**src/rtl/game_pkg.sv**
```systemverilog
// Shared types for the math-game score logic: BCD digit type, digit maximum
// and the score counter state encoding.
package game_pkg;

  typedef logic [3:0] bcd_digit_t;

  localparam bcd_digit_t BCD_MAX = 4'd9;

  typedef enum logic [1:0] {
    IDLE   = 2'd0,
    RUN    = 2'd1,
    FROZEN = 2'd2
  } score_state_t;

endpackage

```
**src/rtl/bcd_count_digit.sv**
```systemverilog
// One combinational BCD digit stage with carry (and, under SCORE_PENALTY_EN,
// borrow); the top chains these and registers the result.
module bcd_count_digit
  import game_pkg::*;
(
  input  logic [3:0] digit_in,
  input  logic       inc,
  input  logic       carry_in,
`ifdef SCORE_PENALTY_EN
  input  logic       dec,
  input  logic       borrow_in,
  output logic       borrow_out,
`endif
  output logic [3:0] digit_out,
  output logic       carry_out
);

  always_comb begin
    digit_out = digit_in;
    carry_out = 1'b0;
`ifdef SCORE_PENALTY_EN
    borrow_out = 1'b0;
`endif
    if (inc && carry_in) begin
      if (digit_in >= BCD_MAX) begin
        digit_out = 4'd0;
        carry_out = 1'b1;
      end else begin
        digit_out = digit_in + 4'd1;
      end
    end
`ifdef SCORE_PENALTY_EN
    else if (dec && borrow_in) begin
      if (digit_in == 4'd0) begin
        digit_out  = BCD_MAX;
        borrow_out = 1'b1;
      end else begin
        digit_out = digit_in - 4'd1;
      end
    end
`endif
  end

endmodule

```
**src/rtl/score_bcd_counter.sv**
```systemverilog
// Round-gated multi-digit BCD score counter with saturate/wrap overflow.
// Optional wrong-answer penalty (BCD decrement, floored at 0): SCORE_PENALTY_EN.
module score_bcd_counter
  import game_pkg::*;
#(
  parameter int NUM_DIGITS = 2,
  parameter bit SATURATE   = 1'b1
) (
  input  logic                    clk,
  input  logic                    rst,
  input  logic                    start,
  input  logic                    correct,
  input  logic                    wrong,
  input  logic                    time_out,
  input  logic                    clear,
  output logic [4*NUM_DIGITS-1:0] score,
  output logic                    carry_out,
  output logic                    overflow,
  output logic                    running,
  output logic                    frozen,
  output logic [1:0]              dbg_state
);

  localparam int W = 4 * NUM_DIGITS;

  score_state_t      r_state, w_state_nxt;
  logic [W-1:0]      r_score, w_score_nxt, w_score_step;
  logic              r_carry_out, w_carry_nxt;
  logic              r_overflow, w_overflow_nxt;
  logic              r_running, r_frozen;
  logic              w_do_inc;
  logic [NUM_DIGITS:0] w_carry;

  // Correct and wrong in the same cycle cancel out, so neither counts.
  assign w_do_inc   = (r_state == RUN) && correct && !wrong;
  assign w_carry[0] = 1'b1;

`ifdef SCORE_PENALTY_EN
  logic                w_do_dec;
  logic [NUM_DIGITS:0] w_borrow;
  assign w_do_dec    = (r_state == RUN) && wrong && !correct;
  assign w_borrow[0] = 1'b1;
`endif

  for (genvar gi = 0; gi < NUM_DIGITS; gi++) begin : g_digit
    bcd_count_digit u_digit (
      .digit_in  (r_score[4*gi +: 4]),
      .inc       (w_do_inc),
      .carry_in  (w_carry[gi]),
`ifdef SCORE_PENALTY_EN
      .dec       (w_do_dec),
      .borrow_in (w_borrow[gi]),
      .borrow_out(w_borrow[gi+1]),
`endif
      .digit_out (w_score_step[4*gi +: 4]),
      .carry_out (w_carry[gi+1])
    );
  end

  always_comb begin
    w_state_nxt    = r_state;
    w_score_nxt    = r_score;
    w_overflow_nxt = r_overflow;
    w_carry_nxt    = 1'b0;
    if (clear) begin
      w_state_nxt    = IDLE;
      w_score_nxt    = '0;
      w_overflow_nxt = 1'b0;
    end else begin
      case (r_state)
        IDLE, FROZEN: begin
          if (start) begin
            w_state_nxt    = RUN;
            w_score_nxt    = '0;
            w_overflow_nxt = 1'b0;
          end
        end
        RUN: begin
          if (w_do_inc) begin
            w_score_nxt = w_score_step;
            // Carry out of the top digit means the score was already all 9s.
            if (w_carry[NUM_DIGITS]) begin
              w_carry_nxt    = 1'b1;
              w_overflow_nxt = 1'b1;
              if (SATURATE) w_score_nxt = r_score;
            end
          end
`ifdef SCORE_PENALTY_EN
          else if (w_do_dec && !w_borrow[NUM_DIGITS]) begin
            w_score_nxt = w_score_step;
          end
`endif
          if (time_out) w_state_nxt = FROZEN;
        end
        default: w_state_nxt = IDLE;
      endcase
    end
  end

  always_ff @(posedge clk) begin
    if (rst) begin
      r_state     <= IDLE;
      r_score     <= '0;
      r_carry_out <= 1'b0;
      r_overflow  <= 1'b0;
      r_running   <= 1'b0;
      r_frozen    <= 1'b0;
    end else begin
      r_state     <= w_state_nxt;
      r_score     <= w_score_nxt;
      r_carry_out <= w_carry_nxt;
      r_overflow  <= w_overflow_nxt;
      r_running   <= (w_state_nxt == RUN);
      r_frozen    <= (w_state_nxt == FROZEN);
    end
  end

  assign score     = r_score;
  assign carry_out = r_carry_out;
  assign overflow  = r_overflow;
  assign running   = r_running;
  assign frozen    = r_frozen;
  assign dbg_state = r_state;

endmodule
```
**config.mk**
```make
export PLATFORM = sky130hd
export DESIGN_NAME = score_bcd_counter
export DESIGN_NICKNAME = d
export VERILOG_FILES = /design/src/rtl/game_pkg.sv /design/src/rtl/bcd_count_digit.sv /design/src/rtl/score_bcd_counter.sv
export SDC_FILE = /design/constraint.sdc
export NUM_CORES = 1
export LEC_CHECK = 0
export ABC_CLOCK_PERIOD_IN_PS = 3400
export BUFFER_PORTS_ARGS = -buffer_cell sky130_fd_sc_hd__buf_2
export CAP_MARGIN = 5
export CELL_PAD_IN_SITES_DETAIL_PLACEMENT = 0
export CELL_PAD_IN_SITES_GLOBAL_PLACEMENT = 1
export CORE_MARGIN = 1.5
export CORE_UTILIZATION = 38
export CTS_CLUSTER_SIZE = 24
export DETAILED_ROUTE_END_ITERATION = 8
export PLACE_DENSITY_LB_ADDON = 0.1
export SYNTH_ARGS = -nofsm -noshare
export SYNTH_HDL_FRONTEND = slang
export SYNTH_SLANG_ARGS = --single-unit
```
**constraint.sdc**
```tcl
create_clock -name clk -period 3.4 [get_ports clk]
set_clock_uncertainty 0.15 [all_clocks]
set_input_delay 0.17 -clock clk [delete_from_list [all_inputs] [get_ports clk]]
set_output_delay 0.17 -clock clk [all_outputs]
set_load 0.005 [all_outputs]
```
==> results of run 1 <==
-- per-stage QoR --
step,instances,total power (W),cell area (sq um),setup WS (ns)
finish,126,0.000306,857,1.38
detailed placement,122,0.000188,821,1.41
global placement,122,0.000188,821,1.45
global route,126,0.000324,857,1.28
CTS,126,0.000313,857,1.37
floorplan,78,0.000180,693,1.49
-- registers in the layout, summed over array words and instances, names as in the netlist --
signal	flops
running	1
score	8
frozen	1
carry_out	1
overflow	1
dbg_state	2
-- cells in the mapped netlist, types with 2 or more instances --
library cell / number / area [sq um]
nor2_1: 7 / 26.3
ha_1: 6 / 75.1
inv_1: 6 / 22.5
nand2b_1: 2 / 12.5
nand2_1: 7 / 26.3
o21ai_0: 2 / 10.0
nand4_1: 2 / 12.5
nor3b_1: 2 / 15.0
a21oi_1: 8 / 40.0
nand3_1: 3 / 15.0
dfxtp_1: 14 / 280
-- worst max path at each step --
| stage | from | end | slack, ns | cells past startpoint |
|---|---|---|---|---|
| 2_1_floorplan | score[5]$_SDFFE_PP0P_ | score[6]$_SDFFE_PP0P_ | 1.49 | 6 |
| 3_3_place_gp | score[5]$_SDFFE_PP0P_ | score[6]$_SDFFE_PP0P_ | 1.45 | 6 |
| 3_5_place_dp | score[5]$_SDFFE_PP0P_ | score[4]$_SDFFE_PP0P_ | 1.41 | 6 |
| 4_1_cts | score[5]$_SDFFE_PP0P_ | score[4]$_SDFFE_PP0P_ | 1.37 | 6 |
| 5_1_grt | score[5]$_SDFFE_PP0P_ | score[4]$_SDFFE_PP0P_ | 1.28 | 6 |
| 6_report | score[5]$_SDFFE_PP0P_ | score[4]$_SDFFE_PP0P_ | 1.38 | 6 |
-- critical path, stage by stage (launching register included) --
cell	delay (ns)
dfxtp_1	0.40
inv_1	0.08
ha_1	0.18
or3b_4	0.38
a2111o_1	0.52
nand2_1	0.13
o22ai_1	0.08
-- kinds of logic after synthesis --
logic type / after synthesis
and+or+nand+nor: 33
adders and majority gates: 6
buffers and inverters: 7
muxes: 1
DFF: 14
AOI/OAI and AO/OA: 17
-- routing by layer --
metal  vias to the layer above  GRT usage
li1                        322          -
met1                       279      0.192
met2                        14      0.262
met3                         2     0.0714
met4                         0     0.0686
met5                         -          0
-- final cells by class --
cell class              count  area share
clock buffers               4      0.0423
inverters                   6      0.0263
multi-input cells          57       0.451
flip-flops and latches     14       0.327
repair buffers             20       0.117
well taps                  25      0.0365
-- power by group --
part	leakage, nW	switching [W]	internal (W)
logic	0.241	0.00000990	0.00000770
registers	0.113	0.000000978	0.000165
clock network	0.0210	0.0000572	0.0000653
total	0.375	0.0000680	0.000238
==> run summary, run 1 <==
outcome - completed
Final Max Tran Viols - 0
critical path fanouts, max - 6
commonest non-fill, non-tap cells in the layout - 20 x buf_2, 14 x dfxtp_1, 8 x a21oi_1, 7 x nand2_1, 7 x nor2_1
Gates resized, CTS repair - 0
Synth Cell Area - 693 sq um
cell leakage power - 0.375 nW
Least-Margin Pin Slew - 0.328 ns
xor/xnor share of the synthesized area - 0
clock-pin slew on the worst setup and hold paths - 0.09 ns
latest clock arrival within the worst-skew pair - 0.29 ns
DR DRC count - 0
Req. time, crit path - 3.43 ns
layout cells sized above 1 - 0.287
compound-gate portion of the synthesized area - 0.166
initial core utilization - 0.401
Min-Delay Path Depth - 3
MaxCap Viol Count - 0
RR Endpoint - score[4]$_SDFFE_PP0P_
hold endpoint - dbg_state[1]$_SDFF_PP0_
min cycle time layout - 2.02 ns
CTS Buf Count - 3
Setup CP Type - flip-flop to flip-flop
die area - 2090 sq um
Power Dens Cells - 357 nW/um^2
CTS tree - done
met1 WL - 654 um
WL met3 - 77 um
Worst R2R Start - score[5]$_SDFFE_PP0P_
f_max - 494 MHz
die width - 45.7 um
HPWL Detailed - 1.11 mm
Area Growth Syn to Fin - 23.6%
initial antenna violation count - 0
min-delay worst type - primary input to flip-flop
Ports - 21
CTS max path bufs - 2
first-pass GRT wire length - 2.35 mm
Die H - 45.7 um
total track usage - 0.164
Post-CTS Hold Buffers - 0
ANT cells - 0
port buffer count - 20
crit path DAT - 2.05 ns
Syn Area/Cell - 8.89 sq um
drt pass-1 iters - 4
via total after detailed routing - 617
fin crit share - 0.595
Clock Tree Root - clkbuf_4
ys flop type - dfxtp_1
r2r worst-path depth - 6
Top Metal Used - met4
Max transition margin - 0.781
Overflow after GRT - 0
core area - 1730 sq um
worst hold path startpoint - time_out
CTS H-tree lvls - 1
FILL cells - 184
FP Rows - 15
# setup viols final - 0
most common cell after layout, fill and taps aside - buf_2
main combinational cell family by area after synthesis - simple AND/OR/NAND/NOR gates
fin nets - 115
Synth async-reset ratio - 0
met2 WL - 682 um
post-synthesis register bit count - 14
GPL Wtd Cong - 0.752
reg2reg setup slack - 1.38 ns
Min Hold Slack - 0.0109 ns
YS warnings - 0
Post-synth EDFFs - 0
Seq/Total Area, Yosys - 0.404
Peak VDD IR - 0.300 mV
net count after synthesis - 91
Final Hold Vio Count - 0
adder-cell share of the synthesized area - 0.108
RSZ-0062 raised after global routing - no
vias per inst - 4.90
CTS sink cnt - 14
Cells after Synth - 78
total length of routed wires - 1.43 mm
post-synth cell types - 30
endpoint class of the critical path - flip-flop
postcts setup bufs - 0
area of the multi-input gates - 387 sq um
largest net degree at the start of global routing - 9
simple-gate portion of the synthesized area - 0.269
vias in the first global route - 536
DR iter-0 viols - 5
Reg area - 280 sq um
setup TNS - 0 ns
DR WL/cell - 11.3 um
startpoint types - flip-flop
fin util - 0.496
Antenna Nets Post-Route - 0
mux cell area share after synthesis - 0.0144
Power figures use the tool's default switching activity.
==> run 2, diff against run 1 <==
--- a/config.mk
+++ b/config.mk
@@ -5,13 +5,14 @@
 export SDC_FILE = /design/constraint.sdc
 export NUM_CORES = 1
 export LEC_CHECK = 0
-export ABC_CLOCK_PERIOD_IN_PS = 3400
+export ABC_AREA = 1
+export ABC_CLOCK_PERIOD_IN_PS = 2050
 export BUFFER_PORTS_ARGS = -buffer_cell sky130_fd_sc_hd__buf_2
 export CAP_MARGIN = 5
 export CELL_PAD_IN_SITES_DETAIL_PLACEMENT = 0
 export CELL_PAD_IN_SITES_GLOBAL_PLACEMENT = 1
 export CORE_MARGIN = 1.5
-export CORE_UTILIZATION = 38
+export CORE_UTILIZATION = 34
 export CTS_CLUSTER_SIZE = 24
 export DETAILED_ROUTE_END_ITERATION = 8
 export PLACE_DENSITY_LB_ADDON = 0.1
==> constraint.sdc (replaced) <==
create_clock -name clk -period 2.05 [get_ports clk]
set_clock_uncertainty 0.15 [all_clocks]
set_input_delay 0.1025 -clock clk [delete_from_list [all_inputs] [get_ports clk]]
set_output_delay 0.1025 -clock clk [all_outputs]
set_load 0.005 [all_outputs]
==> run summary, run 2 <==
Setup CP Type - primary input to flip-flop
cell leakage power - 0.516 nW
top-area cell type share of the netlist area - 0.362
critical path fanouts, max - 7
HPWL Detailed - 1.31 mm
min-delay worst type - primary input to flip-flop
Final Max Tran Viols - 0
port buffer count - 20
hold endpoint - score[2]$_SDFFE_PP0P_
Ports - 21
setup TNS - 0 ns
endpoint class of the critical path - flip-flop
via total after detailed routing - 764
Synth Cell Area - 773 sq um
Req. time, crit path - 2.14 ns
min cycle time layout - 1.85 ns
post-synthesis register bit count - 14
core area - 2170 sq um
Min-Delay Path Depth - 8
f_max - 542 MHz
most frequent cell after synthesis - nand2_1
Tot Pwr - 0.000578 W
Gates resized, CTS repair - 0
total length of routed wires - 1.68 mm
CTS Buf Count - 3
fin crit share - 0.900
P_int - 0.000425 W
YS warnings - 0
worst hold path startpoint - wrong
RSZ-0062 raised after global routing - no
Switching Power - 0.000154 W
vias in the first global route - 711
die area - 2570 sq um
Antenna Nets Post-Route - 0
total track usage - 0.150
first-pass GRT wire length - 2.90 mm
Critical-path top delay cell - dlygate4sd3_1
outcome - completed
Final Hold Vio Count - 0
post-place setup slack - 0.234 ns
MaxCap Viol Count - 0
latest clock arrival within the worst-skew pair - 0.28 ns
Peak VDD IR - 0.315 mV
clock share of power - 0.352
RR Endpoint - score[3]$_SDFFE_PP0P_
most common cell after layout, fill and taps aside - nand2_1
fin nets - 161
DR iter-0 viols - 0
area leader, netlist - dfxtp_1
CTS H-tree lvls - 1
post-synth cell types - 14
cells along the critical path - dlygate4sd3_1 -> buf_2 -> nor2_2 -> dlygate4sd3_1 -> inv_1 -> nor2_1 -> nand2_1 -> inv_1
Overflow after GRT - 0
clock-pin slew on the worst setup and hold paths - 0.09 ns
layout cells sized above 1 - 0.197
Cells after Synth - 118
Clock Tree Root - clkbuf_4
Synth async-reset ratio - 0
ys flop type - dfxtp_1
Syn Area/Cell - 6.55 sq um
Post-synth EDFFs - 0
Power Dens Cells - 582 nW/um^2
Least-Margin Pin Slew - 0.394 ns
DR WL/cell - 9.61 um
Die H - 50.7 um
placed cells - 166
GPL Wtd Cong - 0.775
DR DRC count - 0
vias per inst - 4.37
CTS max path bufs - 2
r2r worst-path depth - 11
Seq/Total Area, Yosys - 0.362
startpoint types - primary input
reg2reg setup slack - 0.25 ns
largest net degree at the start of global routing - 9
final non-filler cell total - 175
final worst slack - 0.205 ns
FP Rows - 17
Comb power frac - 0.153
ANT cells - 0
Max transition margin - 0.735
max FFs per register - 8
initial antenna violation count - 0
commonest non-fill, non-tap cells in the layout - 30 x nand2_1, 21 x inv_1, 20 x buf_2, 19 x nor2_1, 14 x dfxtp_1
Seq pwr share - 0.495
CTS sink cnt - 14
Commonest cells post-synth - 30 x nand2_1, 21 x inv_1, 19 x nor2_1
initial core utilization - 0.356
drt pass-1 iters - 1
# setup viols final - 0
crit path DAT - 1.93 ns
net count after synthesis - 131
CTS tree - done
Synth area leaders - dfxtp_1 36%, nand2_1 15%, inv_1 10%
Area Growth Syn to Fin - 28.6%
Sw Ratio - 0.266
Worst R2R Start - score[1]$_SDFFE_PP0P_
die width - 50.7 um
delay of the slowest cell on the worst path - 0.73 ns
-- run 2: cells by family (layout without fill, tap and decap cells) --
kind of cell	count (synthesis)	after routing	synth area share
flip-flops	14	14	0.362
adder cells (fa/ha/maj)	6	6	0.0971
AND/OR/NAND/NOR	69	69	0.382
AO/OA/AOI/OAI	7	7	0.0453
XOR/XNOR	1	1	0.0113
buffers and inverters	21	50	0.102
-- run 2: how the worst max path moves through the flow --
stage	from	end	slack [ns]	cells after the start
finish	clear	score[3]$_SDFFE_PP0P_	0.20	8
global route	clear	score[3]$_SDFFE_PP0P_	0.10	8
CTS	clear	score[3]$_SDFFE_PP0P_	0.18	8
detailed placement	score[1]$_SDFFE_PP0P_	score[3]$_SDFFE_PP0P_	0.23	11
global placement	score[1]$_SDFFE_PP0P_	score[3]$_SDFFE_PP0P_	0.25	11
floorplan	score[1]$_SDFFE_PP0P_	score[3]$_SDFFE_PP0P_	0.44	11
-- run 2: area by class of cell --
type	instances	area, sq um
repair buffers	25	150
clock buffers	4	36.3
multi-input cells	83	414
inverters	21	78.8
fillers	259	1170
well taps	28	35.0
flip-flops and latches	14	280
-- run 2: power by group through the flow --
stage                     clock network [W]   logic, W  registers (W)
after floorplan                           0  0.0000566       0.000293
after global placement                    0  0.0000823       0.000293
after detailed placement                  0  0.0000821       0.000293
after CTS                          0.000213  0.0000898       0.000287
after global routing               0.000229   0.000102       0.000288
final                              0.000203  0.0000886       0.000287
-- run 2: worst max-delay path: cells and delay by family --
kind / cells / cell delay [ns]
buffers and inverters: 5 / 1.51
AND/OR/NAND/NOR: 3 / 0.30
-- run 2: repair_timing --
action,4_1_cts,5_1_grt
buffers inserted,0,0
hold endpoints to repair,12,0
setup endpoints to repair,0,0
hold buffers,5,0
-- run 2: routing by layer --
layer	GRT usage	up-vias	part of all wire
li1	-	419	-
met1	0.181	334	0.48
met2	0.252	9	0.48
met3	0.0357	2	0.029
met4	0.0676	0	0.0054
met5	0	-	0
-- run 2: metrics by stage --
step,hold slack [ns],utilization,cell area (sq um)
floorplan,0.136,-,773
global placement,0.259,0.419,908
detailed placement,0.261,0.419,908
finish,0.192,0.458,995
CTS,0.188,0.458,995
global route,0.263,0.458,995
